**src/rtl/vaccine_pkg.sv**
```systemverilog
// vaccine_pkg: shared state encoding and ID constants for the check-in desk and little_east
package vaccine_pkg;
  typedef enum logic [1:0] {OPEN = 2'd0, DRAINING = 2'd1, CLOSED = 2'd2} state_t;
  localparam int BUBBLE_ID = 0;
  localparam int PERSON_ID_W = 32;
endpackage

```
**src/rtl/checkin_fifo.sv**
```systemverilog
// checkin_fifo: synchronous FIFO with registered storage read at the head pointer and an occupancy count
module checkin_fifo
  import vaccine_pkg::*;
#(
  parameter int DEPTH = 8,
  parameter int ID_W = PERSON_ID_W
) (
  input  logic                     clk,
  input  logic                     rst,
  input  logic                     push,
  input  logic [ID_W-1:0]          push_data,
  input  logic                     pop,
  output logic [ID_W-1:0]          head,
  output logic [$clog2(DEPTH):0]   count
);
  localparam int AW = $clog2(DEPTH);
  logic [ID_W-1:0] mem_q [DEPTH];
  logic [AW-1:0] wr_q, wr_d, rd_q, rd_d;
  logic [AW:0] cnt_q, cnt_d;
  always_comb begin
    wr_d = push ? wr_q + 1'b1 : wr_q;
    rd_d = pop ? rd_q + 1'b1 : rd_q;
    cnt_d = cnt_q + (AW+1)'(push) - (AW+1)'(pop);
  end
  always_ff @(posedge clk or posedge rst) begin
    if (rst) begin
      wr_q <= '0;
      rd_q <= '0;
      cnt_q <= '0;
    end else begin
      wr_q <= wr_d;
      rd_q <= rd_d;
      cnt_q <= cnt_d;
    end
  end
  always_ff @(posedge clk) begin
    if (push) mem_q[wr_q] <= push_data;
  end
  assign head = mem_q[rd_q];
  assign count = cnt_q;
endmodule

```
**src/rtl/vaccine_checkin.sv**
```systemverilog
// vaccine_checkin: arrival FIFO with open/draining/closed control feeding little_east one ID per clock
module vaccine_checkin
  import vaccine_pkg::*;
#(
  parameter int DEPTH = 8,
  parameter int ID_W = PERSON_ID_W,
  parameter int CNT_W = 16
) (
  input  logic                   clk,
  input  logic                   rst,
  input  logic                   arrive_valid,
  input  logic [ID_W-1:0]        arrive_id,
  output logic                   arrive_ready,
  input  logic                   issue_en,
  output logic [ID_W-1:0]        person_id,
  output logic                   person_valid,
  input  logic                   close,
  input  logic                   open,
  output logic                   closed,
  output logic [$clog2(DEPTH):0] queue_count,
  output logic [CNT_W-1:0]       issued_cnt,
  output logic [CNT_W-1:0]       rejected_cnt
);
  localparam int CW = $clog2(DEPTH) + 1;
  state_t state_q, state_d;
  logic [ID_W-1:0] person_id_q, person_id_d, head;
  logic person_valid_q, person_valid_d;
  logic [CNT_W-1:0] issued_q, issued_d, rejected_q, rejected_d;
  logic accept, reject, pop;
  checkin_fifo #(.DEPTH(DEPTH), .ID_W(ID_W)) u_fifo (
    .clk(clk),
    .rst(rst),
    .push(accept),
    .push_data(arrive_id),
    .pop(pop),
    .head(head),
    .count(queue_count)
  );
  // ready looks only at registered state so it never races issue_en
  assign arrive_ready = !rst && state_q == OPEN && queue_count < CW'(DEPTH);
  always_comb begin
    accept = arrive_valid && arrive_ready && arrive_id != ID_W'(BUBBLE_ID);
    reject = arrive_valid && arrive_ready && arrive_id == ID_W'(BUBBLE_ID);
    pop = issue_en && queue_count != '0 && state_q != CLOSED;
    state_d = state_q == OPEN && close ? DRAINING :
              state_q == DRAINING && queue_count == '0 ? CLOSED :
              state_q == CLOSED && open ? OPEN : state_q;
    person_id_d = pop ? head : ID_W'(BUBBLE_ID);
    person_valid_d = pop;
    issued_d = pop && !(&issued_q) ? issued_q + 1'b1 : issued_q;
    rejected_d = reject && !(&rejected_q) ? rejected_q + 1'b1 : rejected_q;
  end
  always_ff @(posedge clk or posedge rst) begin
    if (rst) begin
      state_q <= OPEN;
      person_id_q <= '0;
      person_valid_q <= 1'b0;
      issued_q <= '0;
      rejected_q <= '0;
    end else begin
      state_q <= state_d;
      person_id_q <= person_id_d;
      person_valid_q <= person_valid_d;
      issued_q <= issued_d;
      rejected_q <= rejected_d;
    end
  end
  assign person_id = person_id_q;
  assign person_valid = person_valid_q;
  assign closed = state_q == CLOSED;
  assign issued_cnt = issued_q;
  assign rejected_cnt = rejected_q;
endmodule

```
**config.mk**
```make
export PLATFORM = sky130hd
export DESIGN_NAME = vaccine_checkin
export DESIGN_NICKNAME = d
export VERILOG_FILES = /design/src/rtl/vaccine_pkg.sv /design/src/rtl/checkin_fifo.sv /design/src/rtl/vaccine_checkin.sv
export SDC_FILE = /design/constraint.sdc
export NUM_CORES = 1
export LEC_CHECK = 0
export CAP_MARGIN = 20
export CELL_PAD_IN_SITES_DETAIL_PLACEMENT = 0
export CELL_PAD_IN_SITES_GLOBAL_PLACEMENT = 2
export CORE_ASPECT_RATIO = 1.75
export CORE_MARGIN = 1.5
export CORE_UTILIZATION = 48
export DETAILED_ROUTE_END_ITERATION = 12
export PLACE_DENSITY_LB_ADDON = 0.1
export SLEW_MARGIN = 0
export SYNTH_ARGS = -nofsm -noshare
export SYNTH_HDL_FRONTEND = slang
export SYNTH_HIERARCHICAL = 1
export SYNTH_SLANG_ARGS = --single-unit
```
**constraint.sdc**
```tcl
create_clock -name clk -period 6.4 [get_ports clk]
set_clock_uncertainty 0.05 [all_clocks]
set_input_delay 1.28 -clock clk [delete_from_list [all_inputs] [get_ports clk]]
set_output_delay 1.28 -clock clk [all_outputs]
set_load 0.1 [all_outputs]
```
==> results.sh <==
export IMPL_status="finished, final reports clean"
export IMPL_cts_made_buffers=29
export IMPL_syn_inst=646
export IMPL_grt_pass1_wl_mm=40.3
export IMPL_cap_violations=0
export IMPL_synth_nets=693
export IMPL_cts_buffer_depth=3
export IMPL_p_int_uw=4320
export IMPL_drc=0
export IMPL_gr_total_overflow=0
export IMPL_vias=6327
export IMPL_wire_per_inst_um=22.8
export IMPL_clock_latency_ps=550
export IMPL_synth_top_area_cell="edfxtp_1"
export IMPL_num_io_pins=109
export IMPL_antenna_found_initial=0
export IMPL_drt_pass1_iter_count=5
export IMPL_startpoint="rst"
export IMPL_core_sq_um=26600
export IMPL_clkSlewWorstSetupHoldPaths_ps=70
export IMPL_min_period_ps=4590
export IMPL_fillers=1991
export IMPL_grt_use_met2_pct=33.9
export IMPL_worst_pin_slew_ps=985
export IMPL_synth_edff_count=256
export IMPL_fmax_mhz=218
export IMPL_avgSynthCellArea_sq_um=20.2
export IMPL_p_sw_uw=2470
export IMPL_syn_cell_area_sq_um=13000
export IMPL_grt_max_degree=68
export IMPL_grt_usage_pct=18.8
export IMPL_sw_frac_of_total_pct=36.3
export IMPL_hold_viol_final=0
export IMPL_whs_path_depth=1
export IMPL_grt_pass1_vias=7036
export IMPL_top_usage_layer="met2"
export IMPL_routed_wl_mm=25.5
export IMPL_die_h_um=221
export IMPL_cp_max_fo=3
export IMPL_comb_power_share_pct=33.7
export IMPL_gp_congestion=0.728
export IMPL_finalCritPeriodShare_pct=71.8
export IMPL_worstSetupStartpointType="input pin"
export IMPL_hpwl_mm=15.5
export IMPL_path_class="input pin to output port"
export IMPL_ys_ff_latch=333
export IMPL_setup_viol=0
export IMPL_hold_start="issued_cnt[15]"
export IMPL_yosys_most_used_dff="edfxtp_1"
export IMPL_p_clk_share_pct=25.7
export IMPL_clkSinkCount=333
export IMPL_grtUsageMet1_pct=23.4
export IMPL_leakage_uw=0.00535
export IMPL_post_cts_resized=0
export IMPL_power_frac_seq_pct=40.6
export IMPL_min_path_type="flop to flop"
export IMPL_row_count=79
export IMPL_cts_setup_buffers=0
export IMPL_end_kind="output port"
export IMPL_rsz0062_at_grt="false"
export IMPL_worstRegToRegCells=6
export IMPL_r2r_end="u_fifo/mem_q[0][17]"
export IMPL_cts_root_buffer="clkbuf_16"
export IMPL_nets=821
export IMPL_start_util_pct=49.0
export IMPL_worstPathArrival_ps=3260
export IMPL_synth_top_cell_area_share_pct=59.0
export IMPL_die_w_um=128
export IMPL_synth_cell_types=40
export IMPL_portBuffers=108
export IMPL_drive_above_1_share_pct=19.7
export IMPL_finalMaxSlewViolations=0
export IMPL_avgViaCountPerCell=5.64
export IMPL_fin_cells=1121
export IMPL_critPathRequiredTime_ps=5070
export IMPL_drtIter0Drc=387
export IMPL_dieArea_sq_um=28200
export IMPL_ir_drop_v=0.000462
export IMPL_area_growth_pct=18.6
export IMPL_synthTopCellsByArea="edfxtp_1, dfrtp_1, mux4_2, mux4_1, mux2_2"
export IMPL_maxSlewHeadroom_pct=34.2
export IMPL_use_met3_pct=2.27
export IMPL_ys_warnings_count=6
export IMPL_diodes=0
export IMPL_dp_cells=1067
export IMPL_postCtsHoldBufs=0
export IMPL_setup_tns_ps=0
export IMPL_cts_tree="done"
export IMPL_ys_seq_area_share_pct=73.8
export IMPL_hold_end="issued_cnt[15]"
export IMPL_antenna_left=0
export IMPL_h_tree_depth=1
export IMPL_p_per_area_nw_per_um2=439
export IMPL_synthArstFlopShare_pct=23.1
export IMPL_r2r_slack_ps=3050
export IMPL_rr_startpoint="u_fifo/count[3]"
state kept, by name, summed over array words and instances, names as in the netlist:
name / cells
u_fifo/mem_q: 256
person_valid: 1
u_fifo/rd_q: 3
person_id: 32
u_fifo/wr_q: 3
issued_cnt: 16
u_fifo/count: 4
state_q: 2
rejected_cnt: 16
critical path: stages:
cell and delay, ps:
clkdlybuf4s50_1 480, nor4_2 300, clkdlybuf4s50_1 1210
cells in the mapped netlist (6+ instances only):
master,instances
nor4_2,6
mux2_2,34
xnor2_1,32
nor2_1,10
ha_1,8
dfrtp_1,77
nand2_1,16
inv_1,14
and2_1,34
mux4_2,44
buf_2,6
edfxtp_1,256
nand3_1,11
nand4_1,16
mux4_1,20
clkbuf_1,9
routing by layer:
| metal | wire length [um] | vias up | share of wire (%) |
|---|---|---|---|
| li1 | - | 2815 | - |
| met1 | 10000 | 3323 | 39 |
| met2 | 13900 | 149 | 55 |
| met3 | 935 | 40 | 3.7 |
| met4 | 632 | 0 | 2.5 |
| met5 | 0 | - | 0 |
worst max path at each step:
stage,to,slack [ps]
after global placement,u_fifo/mem_q[1][30],1760
after floorplan,u_fifo/mem_q[6][0],770
after CTS,arrive_ready,1790
after detailed placement,u_fifo/mem_q[1][19],1580
final,arrive_ready,1810
after global routing,arrive_ready,1700
layout make-up:
type | count | area, sq um | share of cell area [%]
clock buffer | 37 | 776 | 5.02
sequential | 333 | 9620 | 62.3
inverter | 15 | 56.3 | 0.364
tap | 324 | 405 | 2.62
clock inverter | 17 | 173 | 1.12
timing repair buffer | 119 | 1160 | 7.53
multi-input combinational | 276 | 3260 | 21.1
power by group through the flow:
stage / logic [uW] / registers [uW] / clock network (uW)
floorplan: 991 / 3600 / 0
global placement: 2290 / 2800 / 0
detailed placement: 2310 / 2810 / 0
CTS: 2320 / 2770 / 1790
global route: 2400 / 2790 / 1870
finish: 2290 / 2750 / 1750
logic make-up (layout without fill, tap and decap cells):
family	count (synthesis)	in the layout	share of synthesized area (%)
DFF	333	333	73.8
and+or+nand+nor	124	124	6.08
muxes	100	100	14.8
xor gates and xnor gates	37	37	2.49
buffers and inverters	37	188	1.69
adders and majority gates	9	9	0.922
AOI/OAI and AO/OA	6	6	0.259
layout by cell type, fill, tap and decap left out, drive strengths merged, types with 7 or more instances in the layout:
cell / instances
nand4: 17
ha: 8
nand3: 12
clkdlybuf4s50: 108
nor3: 7
and2: 34
nor2: 11
edfxtp: 256
nor4: 13
mux4: 64
mux2: 36
inv: 17
dfrtp: 77
clkinv: 10
xnor2: 32
buf: 11
clkbuf: 37
nand2: 16
through the flow:
stage / utilization, % / hold WS (ps) / power (uW) / setup slack [ps] / area (sq um)
after floorplan: - / 430 / 4590 / 768 / 13000
after global placement: 54.6 / 432 / 5090 / 1760 / 14500
after detailed placement: 54.6 / 437 / 5120 / 1580 / 14500
after CTS: 58.1 / 450 / 6870 / 1790 / 15500
after global routing: 58.1 / 480 / 7060 / 1700 / 15500
final: 58.1 / 442 / 6790 / 1810 / 15500
(Power assumes the default switching activity.)
